`config.mk`:
```
export PLATFORM = sky130hd
export DESIGN_NAME = spi_master_cmd
export DESIGN_NICKNAME = d
export VERILOG_FILES = /design/src/rtl/spi_cmd_pkg.sv /design/src/rtl/spi_sclk_gen.sv /design/src/rtl/spi_master_cmd.sv
export SDC_FILE = /design/constraint.sdc
export NUM_CORES = 1
export LEC_CHECK = 0
export CORE_MARGIN = 4
export CORE_UTILIZATION = 50
export CTS_CLUSTER_DIAMETER = 50
export DETAILED_ROUTE_END_ITERATION = 7
export PLACE_DENSITY = 0.74
export SLEW_MARGIN = 10
export SYNTH_ARGS = -nofsm -noshare
export SYNTH_HDL_FRONTEND = slang
export SYNTH_HIERARCHICAL = 1
export SYNTH_SLANG_ARGS = --single-unit
```
`constraint.sdc`:
```
create_clock -name sys_clk -period 2.65 [get_ports sys_clk]
set_input_delay 0.3975 -clock sys_clk [delete_from_list [all_inputs] [get_ports sys_clk]]
set_output_delay 0.3975 -clock sys_clk [all_outputs]
set_load 0.01 [all_outputs]
```
`src/rtl/spi_cmd_pkg.sv`:
```
// rtl/spi_cmd_pkg.sv - command codes, FSM encoding and frame builder for the SPI command master
package spi_cmd_pkg;

    localparam int FRAME_BITS = 32;

    localparam logic [7:0] CMD_START    = 8'h01;
    localparam logic [7:0] CMD_STOP     = 8'h02;
    localparam logic [7:0] CMD_TON      = 8'h10;
    localparam logic [7:0] CMD_TOFF     = 8'h11;
    localparam logic [7:0] CMD_IP       = 8'h12;
    localparam logic [7:0] CMD_WAVEFORM = 8'h13;
    localparam logic [7:0] CMD_FEEDBACK = 8'h20;

    typedef enum logic [2:0] {
        ST_IDLE,
        ST_SETUP,
        ST_SHIFT,
        ST_HOLD,
        ST_GAP
    } spi_state_t;

    // Frame layout: cmd, payload, then the XOR check byte over cmd and both payload bytes.
    function automatic logic [FRAME_BITS-1:0] build_frame(input logic [7:0] cmd,
                                                          input logic [15:0] data);
        return {cmd, data, cmd ^ data[15:8] ^ data[7:0]};
    endfunction

endpackage

```
`src/rtl/spi_sclk_gen.sv`:
```
// rtl/spi_sclk_gen.sv - SCLK half-period divider with rise/fall strobes, held idle-low when disabled
module spi_sclk_gen #(
    parameter int CLK_DIV = 4
) (
    input  logic i_clk,
    input  logic i_rst,
    input  logic i_en,
    output logic o_sclk,
    output logic o_rise,
    output logic o_fall
);

    localparam int CW = (CLK_DIV > 1) ? $clog2(CLK_DIV) : 1;

    logic [CW-1:0] r_cnt;
    logic          r_level;
    logic          w_term;

    // Strobes fire on the last cycle of a half-period, i.e. on the edge where sclk toggles.
    assign w_term = i_en && (r_cnt == CW'(CLK_DIV - 1));
    assign o_rise = w_term && !r_level;
    assign o_fall = w_term && r_level;
    assign o_sclk = r_level;

    always_ff @(posedge i_clk) begin
        if (i_rst || !i_en) begin
            r_cnt   <= '0;
            r_level <= 1'b0;
        end else if (w_term) begin
            r_cnt   <= '0;
            r_level <= ~r_level;
        end else begin
            r_cnt   <= r_cnt + CW'(1);
        end
    end

endmodule

```
`src/rtl/spi_master_cmd.sv`:
```
// rtl/spi_master_cmd.sv - SPI mode-0 master sending one 32-bit command frame per request
module spi_master_cmd
    import spi_cmd_pkg::*;
#(
    parameter int CLK_DIV   = 4,
    parameter int CS_SETUP  = 2,
    parameter int CS_HOLD   = 2,
    parameter int FRAME_GAP = 4
) (
    input  logic        sys_clk,
    input  logic        sys_rst,
    input  logic        req_valid,
    output logic        req_ready,
    input  logic [7:0]  req_cmd,
    input  logic [15:0] req_data,
    output logic        done,
    output logic [31:0] rx_data,
    output logic        busy,
    output logic        sclk,
    output logic        mosi,
    output logic        cs_n,
    input  logic        miso
);

    spi_state_t      r_state;
    spi_state_t      w_state_next;
    logic [7:0]      r_wait;
    logic [5:0]      r_bit_cnt;
    logic [31:0]     r_tx_sr;
    logic [31:0]     r_rx_sr;
    logic [31:0]     r_rx_data;
    logic            r_done;
    logic [1:0]      r_miso_sync;
    logic            w_accept;
    logic            w_wait_last;
    logic            w_sclk;
    logic            w_rise;
    logic            w_fall;
    logic            w_shift_en;

    assign w_accept   = req_valid && (r_state == ST_IDLE);
    assign w_shift_en = (r_state == ST_SHIFT);

    spi_sclk_gen #(
        .CLK_DIV (CLK_DIV)
    ) u_sclk_gen (
        .i_clk  (sys_clk),
        .i_rst  (sys_rst),
        .i_en   (w_shift_en),
        .o_sclk (w_sclk),
        .o_rise (w_rise),
        .o_fall (w_fall)
    );

    always_comb begin
        w_wait_last = 1'b0;
        case (r_state)
            ST_SETUP: w_wait_last = (r_wait == 8'(CS_SETUP - 1));
            ST_HOLD:  w_wait_last = (r_wait == 8'(CS_HOLD - 1));
            ST_GAP:   w_wait_last = (r_wait == 8'(FRAME_GAP - 1));
            default:  w_wait_last = 1'b0;
        endcase
    end

    always_comb begin
        w_state_next = r_state;
        case (r_state)
            ST_IDLE:  if (w_accept) w_state_next = ST_SETUP;
            ST_SETUP: if (w_wait_last) w_state_next = ST_SHIFT;
            ST_SHIFT: if (w_fall && (r_bit_cnt == 6'(FRAME_BITS - 1))) w_state_next = ST_HOLD;
            ST_HOLD:  if (w_wait_last) w_state_next = ST_GAP;
            ST_GAP:   if (w_wait_last) w_state_next = ST_IDLE;
            default:  w_state_next = ST_IDLE;
        endcase
    end

    always_ff @(posedge sys_clk) begin
        if (sys_rst) begin
            r_state <= ST_IDLE;
        end else begin
            r_state <= w_state_next;
        end
    end

    always_ff @(posedge sys_clk) begin
        if (sys_rst) begin
            r_wait      <= '0;
            r_bit_cnt   <= '0;
            r_tx_sr     <= '0;
            r_rx_sr     <= '0;
            r_rx_data   <= '0;
            r_done      <= 1'b0;
            r_miso_sync <= '0;
        end else begin
            r_done      <= 1'b0;
            r_miso_sync <= {r_miso_sync[0], miso};

            if (r_state != w_state_next) begin
                r_wait <= '0;
            end else if ((r_state == ST_SETUP) || (r_state == ST_HOLD) || (r_state == ST_GAP)) begin
                r_wait <= r_wait + 8'd1;
            end

            // req_* is captured only here, so later changes cannot disturb the frame in flight.
            if (w_accept) begin
                r_tx_sr   <= build_frame(req_cmd, req_data);
                r_rx_sr   <= '0;
                r_bit_cnt <= '0;
            end

            if (w_shift_en && w_rise) begin
                r_rx_sr <= {r_rx_sr[30:0], r_miso_sync[1]};
            end

            if (w_shift_en && w_fall) begin
                r_tx_sr   <= {r_tx_sr[30:0], 1'b0};
                r_bit_cnt <= r_bit_cnt + 6'd1;
            end

            if ((r_state == ST_HOLD) && w_wait_last) begin
                r_rx_data <= r_rx_sr;
                r_done    <= 1'b1;
            end
        end
    end

    assign req_ready = (r_state == ST_IDLE);
    assign busy      = (r_state != ST_IDLE);
    assign cs_n      = !((r_state == ST_SETUP) || (r_state == ST_SHIFT) || (r_state == ST_HOLD));
    assign mosi      = ((r_state == ST_SETUP) || (r_state == ST_SHIFT)) ? r_tx_sr[31] : 1'b0;
    assign sclk      = w_sclk;
    assign done      = r_done;
    assign rx_data   = r_rx_data;

endmodule

```
==> results of run 1 <==
## state kept, by name, indices dropped and copies added (netlist names)
name,count
r_rx_sr,32
r_tx_sr,32
rx_data,32
r_wait,8
r_bit_cnt,6
r_state,3
r_miso_sync,2
u_sclk_gen/r_cnt,2
done,1
u_sclk_gen/o_sclk,1
## layout make-up
type | instances | share of cell area [%]
clock inverters | 14 | 2.748
clock buffers | 18 | 7.114
well taps | 108 | 2.300
inverters | 1 | 0.06390
flip-flops and latches | 119 | 40.58
repair buffers | 75 | 12.69
multi-input cells | 307 | 34.50
## worst max-delay path by stage
stage	end	slack, ns	cells past startpoint
floorplan	r_wait[0]	0.58	8
global placement	r_wait[2]	0.53	7
detailed placement	r_wait[2]	0.44	7
CTS	mosi	0.11	3
global route	req_ready	0.18	4
finish	req_ready	0.24	4
## critical path: cells and delay by family, from the launching register on
| family | cells | cell delay (ns) |
|---|---|---|
| buf+inv | 3 | 0.82 |
| flops | 1 | 0.31 |
| simple gates | 1 | 0.39 |
## layout by cell type, fill, tap and decap left out, drive strengths merged, types with 2 or more instances in the layout
master	count
a21oi	40
a22o	32
a22oi	63
and2b	2
and3	4
buf	11
bufinv	2
clkbuf	18
clkdlybuf4s50	64
clkinv	3
clkinvlp	2
dfxtp	119
ha	3
inv	8
nand2	39
nand3	4
nor2	48
nor2b	4
nor3	8
nor3b	4
nor4b	2
o2111ai	5
o21ai	6
or3	2
xnor2	18
xor2	9
## metrics by stage
stage / total power [W] / utilization, % / cells / cell area (um^2)
3_3_place_gp: 0.002191 / 59.83 / 610 / 5294
5_1_grt: 0.004533 / 66.39 / 642 / 5874
3_5_place_dp: 0.002198 / 59.83 / 610 / 5294
2_1_floorplan: 0.002097 / - / 463 / 4609
6_report: 0.004388 / 66.39 / 642 / 5874
4_1_cts: 0.004420 / 66.37 / 642 / 5873
## logic make-up (layout without fill, tap and decap cells)
family	after synthesis	after routing	synth area share, %
simple gates	125	125	14.03
fa+ha+maj	3	3	0.8144
xor+xnor	27	27	5.130
flops	119	119	51.68
buf+inv	37	108	4.669
mux	1	1	0.2172
compound gates	151	151	23.45
## report_power, final
part,switching [W],total [W],internal (W)
Clock,0.000864,0.00223,0.00136
Sequential,0.0000295,0.00186,0.00183
Combinational,0.000164,0.000301,0.000137
## cells in the mapped netlist, types with 2 or more instances
cell,n,area [um^2]
dfxtp_1,119,2382
a22oi_1,63,473.0
nor2_1,46,172.7
a21oi_1,39,195.2
nand2_1,38,142.6
a22o_1,32,280.3
xnor2_1,18,157.7
buf_2,13,65.06
clkbuf_1,13,48.80
xor2_1,9,78.83
nor3_1,7,35.03
buf_6,6,67.56
o21ai_0,6,30.03
o2111ai_1,5,43.79
and3_1,4,25.02
buf_4,4,30.03
nand3_1,4,20.02
nor2b_1,4,25.02
ha_1,3,37.54
and2b_1,2,15.01
nor2_4,2,22.52
nor3b_1,2,15.01
nor3b_2,2,25.02
or3_1,2,12.51
## metal layers
layer	global-route usage [%]	share of wire (%)	vias up
met3	5.959	4.9	7
met2	31.52	50	116
met1	25.19	45	1776
met4	5.983	0.75	0
met5	0	0	-
li1	-	-	1799
## what timing repair did
action | CTS | global route
hold buffers | 0 | 0
gates resized for setup | 0 | 1
setup endpoints to repair | 0 | 1
==> qor.txt, run 1 <==
Status - finished clean
WHS - 0.1970 ns
Total setup buffers inserted after CTS - 0
Die area - 0.01082 mm^2
Maximum clock path buffer count - 2
Core area - 0.008848 mm^2
Max FO, Critical Path - 10
Port bufs - 65
Yosys cell types - 44
Register area - 0.002384 mm^2
Share of cells above drive strength 1 - 10.49%
Clock slew at reported path FFs - 0.06 ns
Final Max Slew Viols - 0
Clock skew - 0.01027 ns
Yosys reg bits - 119
Lkg Pwr - 2.110 nW
Gpl congestion - 0.8179
Vias post-DR - 3698
Hold Startpoint - sys_rst
Number of flops mapped to enable cells by yosys - 0
Flop2flop setup slack - 0.39 ns
Final nets - 552
Worst-case reg-to-reg path depth - 7
Average size of a mapped cell - 9.956 um^2
Hold Vio Cnt, Final - 0
Tmin final - 2.406 ns
Layout area overhead - 27.44%
WL per Instance - 16.13 um
Mapped Area - 0.004609 mm^2
Starting Density - 52.09%
Post-route ant nets - 0
Primary FF master, synth - dfxtp_1
Post-DP HPWL - 6370 um
Sequential fraction of the synthesis area - 51.68%
Tightest Pin Transition - 0.7397 ns
Worst Setup SP - r_state[1]
Fmax achieved - 415.7 MHz
Largest net degree at the start of global routing - 41
Critical path's largest stage delay - 0.54 ns
Post-Route WL - 10350 um
Clk root buf - clkbuf_8
Worst hold path class - in -> reg
Worst reg2reg endpoint - r_wait[2]
First-pass GRT wire length - 17480 um
Area of the multi-input gates - 0.002027 mm^2
Dpl ws - 0.4415 ns
Max_cap viols - 0
Overall global routing resource usage - 19.54%
Standard-cell rows - 34
Worst setup path class - reg -> out
R2r startpoint - r_state[2]
Residual DRC - 0
# clock sinks - 119
WHS Path Cells - 2
Grt ovf - 0
Die Wd - 104.0 um
Clock Latency Late Sink - 0.50 ns
Critical-path cell list - buf_4, or3_1, inv_1, clkdlybuf4s50_1
DR iter-0 viols - 251
Worst EP arrival - 2.01 ns
Pwr/cell area - 746.9 mW/mm^2
Vias in the first global route - 3546
Peak VDD IR - 0.0004760 V
Critical Path Source Type - flip-flop
Ys async rst share - 0%
Unrepaired setup endpoints after global routing - false
# diodes - 0
Fin crit share - 90.77%
Number of synthesis warnings - 6
First-pass DRT Iterations - 5
Post-route setup slack - 0.2445 ns
Setup violators final - 0
Slew Limit Headroom - 50.57%
Total negative slack - 0 ns
H-Tree Depth - 4
Num CTS Buffers - 17
WHS Endpoint - r_state[1]
Critical-path top delay cell - clkdlybuf4s50_1
Mapped Cells - 463
Crit end category - primary output
CTS tree - built
Filler Cell Count - 712
Ports - 66
Synthesized Nets - 494
Data required, critical path - 2.25 ns
Die height - 104.0 um
Initial antenna violation count - 0
DR vias/cell - 5.760
No activity file was read; power rests on OpenSTA's default activity.
==> run 2: changes to the inputs <==
CORE_MARGIN = not set   (was 4)
REMOVE_ABC_BUFFERS = 1   (was not set)
==> run 2 against run 1 <==
The run now ends with design-rule violations left. Die area down 11%. Global-route usage increased by 2.2 points. Clock skew shrank 0.0029 ns. Clock-buffer cell count is 1 higher. Non-clock buffer count unchanged. Via count down 0.70%. Worst setup slack worse by 0.047 ns. Core utilization is 0.41 points higher. Critical path depth is 1 lower. Register-to-register slack hardly changed. First-iteration DRC count fell by 14%. Highest routed layer unchanged.
==> qor.txt, run 2 (synthesis gave the netlist of run 1 again) <==
Starting Density - 52.34% (+0.25 points)
WL per Instance - 15.50 um (-3.9%)
Peak VDD IR - 0.0005186 V (+8.9%)
Internal power - 0.003452 W (+3.6%)
Standard-cell rows - 34 (unchanged)
Fin crit share - 92.54% (+1.8 points)
Overall global routing resource usage - 21.73% (+2.2 points)
Register area - 0.002384 mm^2 (unchanged)
Die area - 0.009607 mm^2 (-11%)
Tmin final - 2.452 ns (+0.04690 ns)
First-pass GRT wire length - 16720 um (-4.3%)
Clock slew at reported path FFs - 0.06 ns (about the same)
Critical path's largest stage delay - 0.62 ns (+0.08 ns)
Final nets - 552 (unchanged)
Data required, critical path - 2.25 ns (about the same)
Dpl ws - 0.3447 ns (-0.09684 ns)
Post-Route WL - 9952 um (-3.9%)
# diodes - 0 (unchanged)
Num CTS Buffers - 17 (unchanged)
Fmax achieved - 407.8 MHz (-1.9%)
Worst setup path class - reg -> out
Core area - 0.008806 mm^2 (-0.48%)
Flop pwr share - 41.7% (-0.7 points)
Vias post-DR - 3672 (-0.70%)
Critical-path cell list - xnor2_1, nor3b_1, clkdlybuf4s50_1
Setup violators final - 0 (unchanged)
WHS - 0.3350 ns (+0.1381 ns)
Crit end category - primary output
Fin area - 0.005882 mm^2 (+0.13%)
CTS tree - built
Clk root buf - clkbuf_8
Worst hold path class - in -> reg
Max_cap viols - 0 (unchanged)
DR iter-0 viols - 215 (-14%)
Critical-path top delay cell - clkdlybuf4s50_1
Clock skew - 0.007419 ns (-0.002854 ns)
Post-route setup slack - 0.1976 ns (-0.04690 ns)
Combinational fraction of design power - 6.4% (-0.5 points)
Clock power share - 51.8% (+1.1 points)
Critical Path Source Type - flip-flop
Die height - 98.02 um (-5.8%)
Vias in the first global route - 3508 (-1.1%)
Die Wd - 98.02 um (-5.8%)
Clock Latency Late Sink - 0.51 ns (about the same)
Most common cell after layout, fill and taps aside - dfxtp_1
Initial antenna violation count - 0 (unchanged)
Slew Limit Headroom - 47.83% (-2.7 points)
Violated checks - design-rule violations
Post-DP HPWL - 6119 um (-3.9%)
# clock sinks - 119 (unchanged)
Port bufs - 65 (unchanged)
Ports - 66 (unchanged)
Most frequent cells in the layout - dfxtp_1, clkdlybuf4s50_1, a22oi_1, nor2_1, a21oi_1
Tightest Pin Transition - 0.7807 ns (+0.04095 ns)
Max FO, Critical Path - 13 (+3)
Lkg Pwr - 2.112 nW (+0.11%)
Filler Cell Count - 671 (-5.8%)
H-Tree Depth - 4 (unchanged)
Maximum clock path buffer count - 2 (unchanged)
Hold Vio Cnt, Final - 0 (unchanged)
Placed instance area - 0.005269 mm^2 (-0.47%)
Gpl congestion - 0.7502 (-8.3%)
Post-route ant nets - 0 (unchanged)
Flop2flop setup slack - 0.39 ns (about the same)
DR vias/cell - 5.720 (-0.70%)
Total setup buffers inserted after CTS - 0 (unchanged)
Layout area overhead - 27.61%
Worst EP arrival - 2.05 ns (+0.04 ns)
Grt ovf - 0 (unchanged)
Final Max Slew Viols - 0 (unchanged)
First-pass DRT Iterations - 7 (+2)
Share of cells above drive strength 1 - 10.67% (+0.19 points)
Power Total - 0.004463 W (+1.7%)
Switching share of power - 22.67% (-1.4 points)
Area of the multi-input gates - 0.002027 mm^2 (unchanged)
Unrepaired setup endpoints after global routing - false
Total negative slack - 0 ns (unchanged)
Largest net degree at the start of global routing - 38 (-7.3%)
Status - complete, but fails checks
Net Sw Power - 0.001012 W (-4.3%)
Residual DRC - 4 (+4)
Pwr/cell area - 758.8 mW/mm^2 (+1.6%)
[run 2: power groups by stage]
stage,Clock [W],Sequential (W),Combinational [W]
finish,0.00231,0.00186,0.000287
global route,0.00244,0.00187,0.000318
CTS,0.00235,0.00186,0.000288
detailed placement,0,0.00190,0.000286
global placement,0,0.00190,0.000281
floorplan,0,0.00189,0.000162
[run 2: through the flow]
step | utilization, % | instances
4_1_cts | 66.78 | 642
2_1_floorplan | - | 427
5_1_grt | 66.79 | 642
6_report | 66.79 | 642
3_3_place_gp | 59.83 | 610
3_5_place_dp | 59.83 | 610
[run 2: cell type report]
class | count | share of cell area (%)
repair buffers | 75 | 12.25
well taps | 108 | 2.297
inverters | 1 | 0.06382
clock buffers | 19 | 7.509
clock inverters | 13 | 2.893
flip-flops and latches | 119 | 40.52
multi-input cells | 307 | 34.46
[run 2: timing repair]
action                     4_1_cts  5_1_grt
resized for setup                0        1
setup endpoints to repair        0        1
hold buffers                     0        0
[run 2: final timing paths]
kind	depth (start not counted)	from	to
setup / recovery	3	r_state[0]	mosi
hold / removal	2	sys_rst	r_rx_sr[29]
setup reg to reg	7	r_state[2]	r_wait[2]
hold reg to reg	1	u_sclk_gen/r_cnt[0]	u_sclk_gen/r_cnt[0]
[run 2: critical path, delay by kind of cell, from the launching register on]
family                 cells  cell delay (ns)
buffers and inverters      1             0.62
flip-flops                 1             0.50
AND/OR/NAND/NOR            1             0.31
XOR/XNOR                   1             0.12
[run 2: metal layers]
metal  routed length [um]  up-vias  GRT usage, %
met5                    0        -             0
met4                  114        0         8.741
met3                  479       10         5.154
met2                 4950       99         35.75
met1                 4407     1762         27.45
li1                     -     1801             -
